**src/rtl/proc_exec_ctrl_pkg.sv**
```systemverilog
// Shared definitions for the unicycle execution controller: FSM state codes and
// the default number of cycles the core is held in reset.
package proc_exec_ctrl_pkg;

    typedef enum logic [2:0] {
        st_init  = 3'd0,
        st_halt  = 3'd1,
        st_step  = 3'd2,
        st_run   = 3'd3,
        st_break = 3'd4
    } state_t;

    localparam int unsigned INIT_CYCLES_DEF = 4;

endpackage

```
**src/rtl/proc_exec_ctrl_sync_edge.sv**
```systemverilog
// Multi-flop synchroniser for an asynchronous switch, with a one-cycle pulse on
// each rising edge of the synchronised level.
module proc_exec_ctrl_sync_edge #(
    parameter int unsigned SYNC_STAGES = 2
) (
    input  logic clk,
    input  logic rst_n,
    input  logic din,
    output logic level,
    output logic rise
);

    logic [SYNC_STAGES-1:0] sync_q;
    logic                   level_d_q;

    always_ff @(posedge clk or negedge rst_n) begin
        if (!rst_n) begin
            sync_q    <= '0;
            level_d_q <= 1'b0;
        end else begin
            sync_q    <= {sync_q[SYNC_STAGES-2:0], din};
            level_d_q <= sync_q[SYNC_STAGES-1];
        end
    end

    assign level = sync_q[SYNC_STAGES-1];
    // Both terms are flop outputs, so the pulse is glitch-free and one cycle wide.
    assign rise  = level & ~level_d_q;

endmodule

```
**src/rtl/proc_exec_ctrl.sv**
```systemverilog
// Execution controller for the unicycle core: gates the core clock-enable for
// reset-hold, halt, single-step, free-run and PC-breakpoint modes, and counts cycles.
module proc_exec_ctrl
    import proc_exec_ctrl_pkg::*;
#(
    parameter int unsigned PC_W        = 8,
    parameter int unsigned CNT_W       = 16,
    parameter int unsigned SYNC_STAGES = 2,
    parameter int unsigned INIT_CYCLES = INIT_CYCLES_DEF
) (
    input  logic             clk,
    input  logic             rst_n,
    input  logic             run_sw,
    input  logic             step_sw,
    input  logic             halt_sw,
    input  logic             bp_en,
    input  logic [PC_W-1:0]  bp_addr,
    input  logic [PC_W-1:0]  pc,
    input  logic             halt_instr,
    output logic             cpu_en,
    output logic             cpu_rst_n,
    output logic [2:0]       state,
    output logic             bp_hit,
    output logic             done,
    output logic [CNT_W-1:0] cycle_cnt
);

    localparam int unsigned IW = (INIT_CYCLES > 1) ? $clog2(INIT_CYCLES) : 1;

    state_t           state_q, state_d;
    logic [IW-1:0]    init_cnt_q, init_cnt_d;
    logic             cpu_rst_n_q;
    logic             done_q, done_d;
    logic [CNT_W-1:0] cycle_cnt_q;

    logic run_s, halt_s, step_s, step_pulse;
    logic run_rise, halt_rise;
    logic unused_rise;
    logic bp_match, init_last;

    proc_exec_ctrl_sync_edge #(.SYNC_STAGES(SYNC_STAGES)) u_sync_run (
        .clk   (clk),
        .rst_n (rst_n),
        .din   (run_sw),
        .level (run_s),
        .rise  (run_rise)
    );

    proc_exec_ctrl_sync_edge #(.SYNC_STAGES(SYNC_STAGES)) u_sync_step (
        .clk   (clk),
        .rst_n (rst_n),
        .din   (step_sw),
        .level (step_s),
        .rise  (step_pulse)
    );

    proc_exec_ctrl_sync_edge #(.SYNC_STAGES(SYNC_STAGES)) u_sync_halt (
        .clk   (clk),
        .rst_n (rst_n),
        .din   (halt_sw),
        .level (halt_s),
        .rise  (halt_rise)
    );

    // Edge outputs of the level-only switches and the step level are not needed.
    assign unused_rise = run_rise | halt_rise | step_s;

    assign bp_match  = bp_en & (pc == bp_addr);
    assign init_last = (init_cnt_q == IW'(INIT_CYCLES - 1));

    always_comb begin
        state_d    = state_q;
        init_cnt_d = init_cnt_q;
        done_d     = done_q;
        cpu_en     = 1'b0;
        bp_hit     = 1'b0;
        case (state_q)
            st_halt: begin
                if (halt_s || done_q) begin
                    state_d = st_halt;
                end else if (step_pulse) begin
                    state_d = st_step;
                end else if (run_s) begin
                    state_d = st_run;
                end
            end
            st_step: begin
                // Breakpoint deliberately ignored so the core can step off it.
                cpu_en  = ~halt_instr;
                done_d  = done_q | halt_instr;
                state_d = st_halt;
            end
            st_run: begin
                cpu_en = ~halt_instr & ~bp_match & run_s & ~halt_s;
                if (halt_instr) begin
                    done_d  = 1'b1;
                    state_d = st_halt;
                end else if (bp_match) begin
                    state_d = st_break;
                end else if (halt_s || !run_s) begin
                    state_d = st_halt;
                end
            end
            st_break: begin
                bp_hit = 1'b1;
                if (step_pulse && !halt_s) begin
                    state_d = st_step;
                end else if (halt_s || !run_s) begin
                    state_d = st_halt;
                end
            end
            default: begin
                // Covers st_init and the unused encodings.
                if (init_last) begin
                    init_cnt_d = '0;
                    state_d    = st_halt;
                end else begin
                    init_cnt_d = init_cnt_q + 1'b1;
                    state_d    = st_init;
                end
            end
        endcase
    end

    always_ff @(posedge clk or negedge rst_n) begin
        if (!rst_n) begin
            state_q     <= st_init;
            init_cnt_q  <= '0;
            cpu_rst_n_q <= 1'b0;
            done_q      <= 1'b0;
            cycle_cnt_q <= '0;
        end else begin
            state_q     <= state_d;
            init_cnt_q  <= init_cnt_d;
            cpu_rst_n_q <= (state_d != st_init);
            done_q      <= done_d;
            if (cpu_en && (cycle_cnt_q != {CNT_W{1'b1}})) begin
                cycle_cnt_q <= cycle_cnt_q + 1'b1;
            end
        end
    end

    assign state     = state_q;
    assign cpu_rst_n = cpu_rst_n_q;
    assign done      = done_q;
    assign cycle_cnt = cycle_cnt_q;

endmodule

```
**config.mk**
```make
export PLATFORM = sky130hd
export DESIGN_NAME = proc_exec_ctrl
export DESIGN_NICKNAME = d
export VERILOG_FILES = /design/src/rtl/proc_exec_ctrl_pkg.sv /design/src/rtl/proc_exec_ctrl_sync_edge.sv /design/src/rtl/proc_exec_ctrl.sv
export SDC_FILE = /design/constraint.sdc
export NUM_CORES = 1
export LEC_CHECK = 0
export CAP_MARGIN = 20
export CORE_MARGIN = 2
export CORE_UTILIZATION = 45
export DETAILED_ROUTE_END_ITERATION = 8
export PLACE_DENSITY = 0.87
export SLEW_MARGIN = 20
export SYNTH_ARGS = -nofsm -noshare
export SYNTH_HDL_FRONTEND = slang
export SYNTH_SLANG_ARGS = --single-unit
```
**constraint.sdc**
```tcl
create_clock -name clk -period 2.85 [get_ports clk]
set_clock_uncertainty 0.2 [all_clocks]
set_input_delay 0.4275 -clock clk [delete_from_list [all_inputs] [get_ports clk]]
set_output_delay 0.4275 -clock clk [all_outputs]
set_load 0.005 [all_outputs]
```
==> key figures <==
Critical path
  – Critical path peak fanout: 2
  – CP required: 2.22 ns
  – R2R Path End: cycle_cnt[14]$_DFFE_PN0P_
  – R2R depth: 6
  – Arrival time at the worst endpoint: 2.12 ns
  – Crit path from: bp_addr[1]
  – Setup crit end kind: output port
  – Worst setup SP type: primary input
  – FF-to-FF setup slack: 0.59 ns
  – WS Path Type: primary input to output port
  – Reg-to-Reg Start: state[2]$_DFF_PN0_

GRT
  – Initial antenna violation count: 0
  – Total GRT Usage: 19.31%
  – Gr ovfl total: 0
  – First-pass GRT wire length: about 5.2 mm
  – Number of global-route vias before repair: 1,238
  – Largest net degree at the start of global routing: 31

Timing
  – Fin. Hold Viols: 0
  – RSZ-0062 raised after global routing: false
  – Final slew viol count: 0
  – Fmax: 364.1 MHz
  – Fin Setup TNS: 0 ns
  – Max_slew headroom: a little over two thirds
  – Post-layout min period: 2.746 ns
  – Crit share post-route: 96.36%
  – Setup violators final: 0
  – Worst Tran Pin Value: 0.4444 ns

Min path
  – Critical hold path startpoint: u_sync_step.sync_q[0]$_DFF_PN0_
  – WHS Endpoint: u_sync_step.sync_q[1]$_DFF_PN0_
  – Worst Hold Path Cells: 0
  – Hold crit path type: flop to flop

Power and ir drop
  – Peak VDD IR: ~0.21 mV
  – Leak: 0.8712 nW
  – PwrDens: 357.3 nW/um^2

Synthesis
  – YS warnings: 0
  – Syn Std Cell Area: 1450 um^2
  – FF+latch count, synth: 30
  – Syn avg cell area: 10.74 um^2
  – Library cells used by synthesis: 37
  – Post-Syn Instances: approximately 140
  – Register area share after synthesis: 51.77%
  – Syn nets: 160

Routing
  – Via density: 5.034
  – DRC viols: 0
  – Drt initial violations: 24
  – Post-route ant nets: 0
  – Routed wire per std cell: 12.97 um
  – Drt pass-1 iters: 4
  – Routed Wire Length: about 3 mm
  – Vias: 1,178

Floorplanning
  – Core Area: 3053 um^2
  – Die Area: 3692 um^2
  – Die Wd: just over 60 um
  – Die Span Y: between 60 and 70 um
  – Initial Util: 47.50%
  – # rows: 20
  – # IOs: between 40 and 50

Clock network
  – Clock Pin Slew Worst Setup and Hold Paths: 0.08 ns
  – TritonCTS Buffers: 5
  – Postcts setup bufs: 0
  – CTS Sinks: 30
  – CTS root buf: clkbuf_4
  – Hold Buf Count CTS: 0
  – CTS tree: yes
  – Worst skew pair latency: 0.33 ns
  – PostCTS Resize Cnt: 0
  – Clock buffer depth: 2
  – H-Tree Depth: 2

Placement
  – Detail Placement HPWL: 2.419 mm
  – GPL Wtd Cong: between 0.8 and 0.9
  – Port Buffers: 45

Layout
  – N_diodes: 0
  – Layout area overhead: 39.26%
  – Commonest cells after routing, fill and taps aside: 45 x clkdlybuf4s50_1, 30 x dfrtp_1, 12 x nor2_1, 12 x xnor2_1, 10 x nand2_1
  – Final core occ: between 60% and 70%
  – Nets: 215
  – Commonest non-fill, non-tap cell in the layout: clkdlybuf4s50_1
  – Share of cells above drive strength 1: 7.895%

Run status
  – Status: complete, no violations

Flow run
  – Max Cap Violations: 0
-- area by class of cell --
cell class / instances / area, um^2
fillers: 262 / 1033
flip-flops and latches: 30 / 750.7
multi-input cells: 96 / 658.1
repair buffers: 49 / 480.5
well taps: 44 / 55.05
clock buffers: 7 / 45.04
inverters: 8 / 30.03
-- kinds of logic (layout without fill, tap and decap cells) --
| family | Yosys count | in the layout | synth area share [%] |
|---|---|---|---|
| adders and majority gates | 2 | 2 | 1.725 |
| AOI/OAI and AO/OA | 15 | 15 | 8.283 |
| buffers and inverters | 9 | 64 | 2.847 |
| xor gates and xnor gates | 21 | 21 | 12.68 |
| muxes | 2 | 2 | 1.553 |
| and+or+nand+nor | 56 | 56 | 21.14 |
| DFF | 30 | 30 | 51.77 |
-- report_power, final --
| group | total (mW) | leakage, nW | switching [mW] | internal [mW] |
|---|---|---|---|---|
| registers | 0.432 | 0.377 | 0.00209 | 0.430 |
| clock network | 0.227 | 0.0254 | 0.134 | 0.0928 |
| logic | 0.0627 | 0.469 | 0.0247 | 0.0379 |
| total | 0.722 | 0.871 | 0.161 | 0.561 |
-- sequential cells by signal, indices dropped and copies added, names as in the netlist --
| signal | flops |
|---|---|
| cpu_rst_n | 1 |
| cycle_cnt | 16 |
| done | 1 |
| init_cnt_q | 2 |
| state | 3 |
| u_sync_halt.sync_q | 2 |
| u_sync_run.sync_q | 2 |
| u_sync_step.level_d_q | 1 |
| u_sync_step.sync_q | 2 |
-- stage by stage --
stage	power [mW]	setup slack [ns]	hold slack, ns	cell area, um^2	std cells
after global placement	0.5015	0.1202	0.1337	1974	227
after floorplan	0.4566	0.6623	-0.06809	1450	135
final	0.7216	0.1037	0.1620	2019	234
after detailed placement	0.5045	0.09227	0.1455	1974	227
after global routing	0.7470	0.01483	0.1668	2019	234
after CTS	0.7316	0.09274	0.1649	2019	234
-- critical path, cell delays in order --
cell	delay (ns)
clkdlybuf4s50_1	0.46
inv_1	0.05
a221o_1	0.33
nor3_1	0.25
a31oi_1	0.13
clkdlybuf4s50_1	0.47
-- how the worst max path moves through the flow --
stage                                          end  slack (ns)  depth (start not counted)
after global routing                        cpu_en        0.01                          6
final                                       cpu_en        0.10                          6
after floorplan           cycle_cnt[1]$_DFFE_PN0P_        0.66                          5
after global placement                      cpu_en        0.12                          6
after CTS                                   cpu_en        0.09                          6
after detailed placement                    cpu_en        0.09                          6
-- synthesized netlist by cell type (all sizes together) --
cell,instances,area (um^2)
a2111oi,1,8.760
a21boi,1,7.510
a21oi,2,10.01
a221o,1,10.01
a311oi,1,8.760
a31oi,2,27.53
and2,1,6.260
and2b,1,7.510
and3,1,6.260
and4,1,8.760
buf,1,11.26
dfrtp,30,750.7
ha,2,25.02
inv,8,30.03
mux2,2,22.52
nand2,10,37.54
nand2b,3,18.77
nand3,8,40.04
nand3b,1,7.510
nand4,6,37.54
nor2,12,45.04
nor2b,3,18.77
nor3,4,20.02
nor3b,1,18.77
nor4,1,6.260
o2111ai,1,8.760
o21ai,4,23.77
o31ai,2,15.01
or2,1,6.260
or4,1,11.26
or4b,1,10.01
xnor2,12,105.1
xor2,9,78.83
-- per-layer routing --
layer | wire length (um) | track usage (%)
met1 | 1232 | 21.06
met2 | 1549 | 34.87
met3 | 180 | 4.691
met4 | 71 | 9.317
met5 | 0 | 0
(Power assumes the default switching activity.)
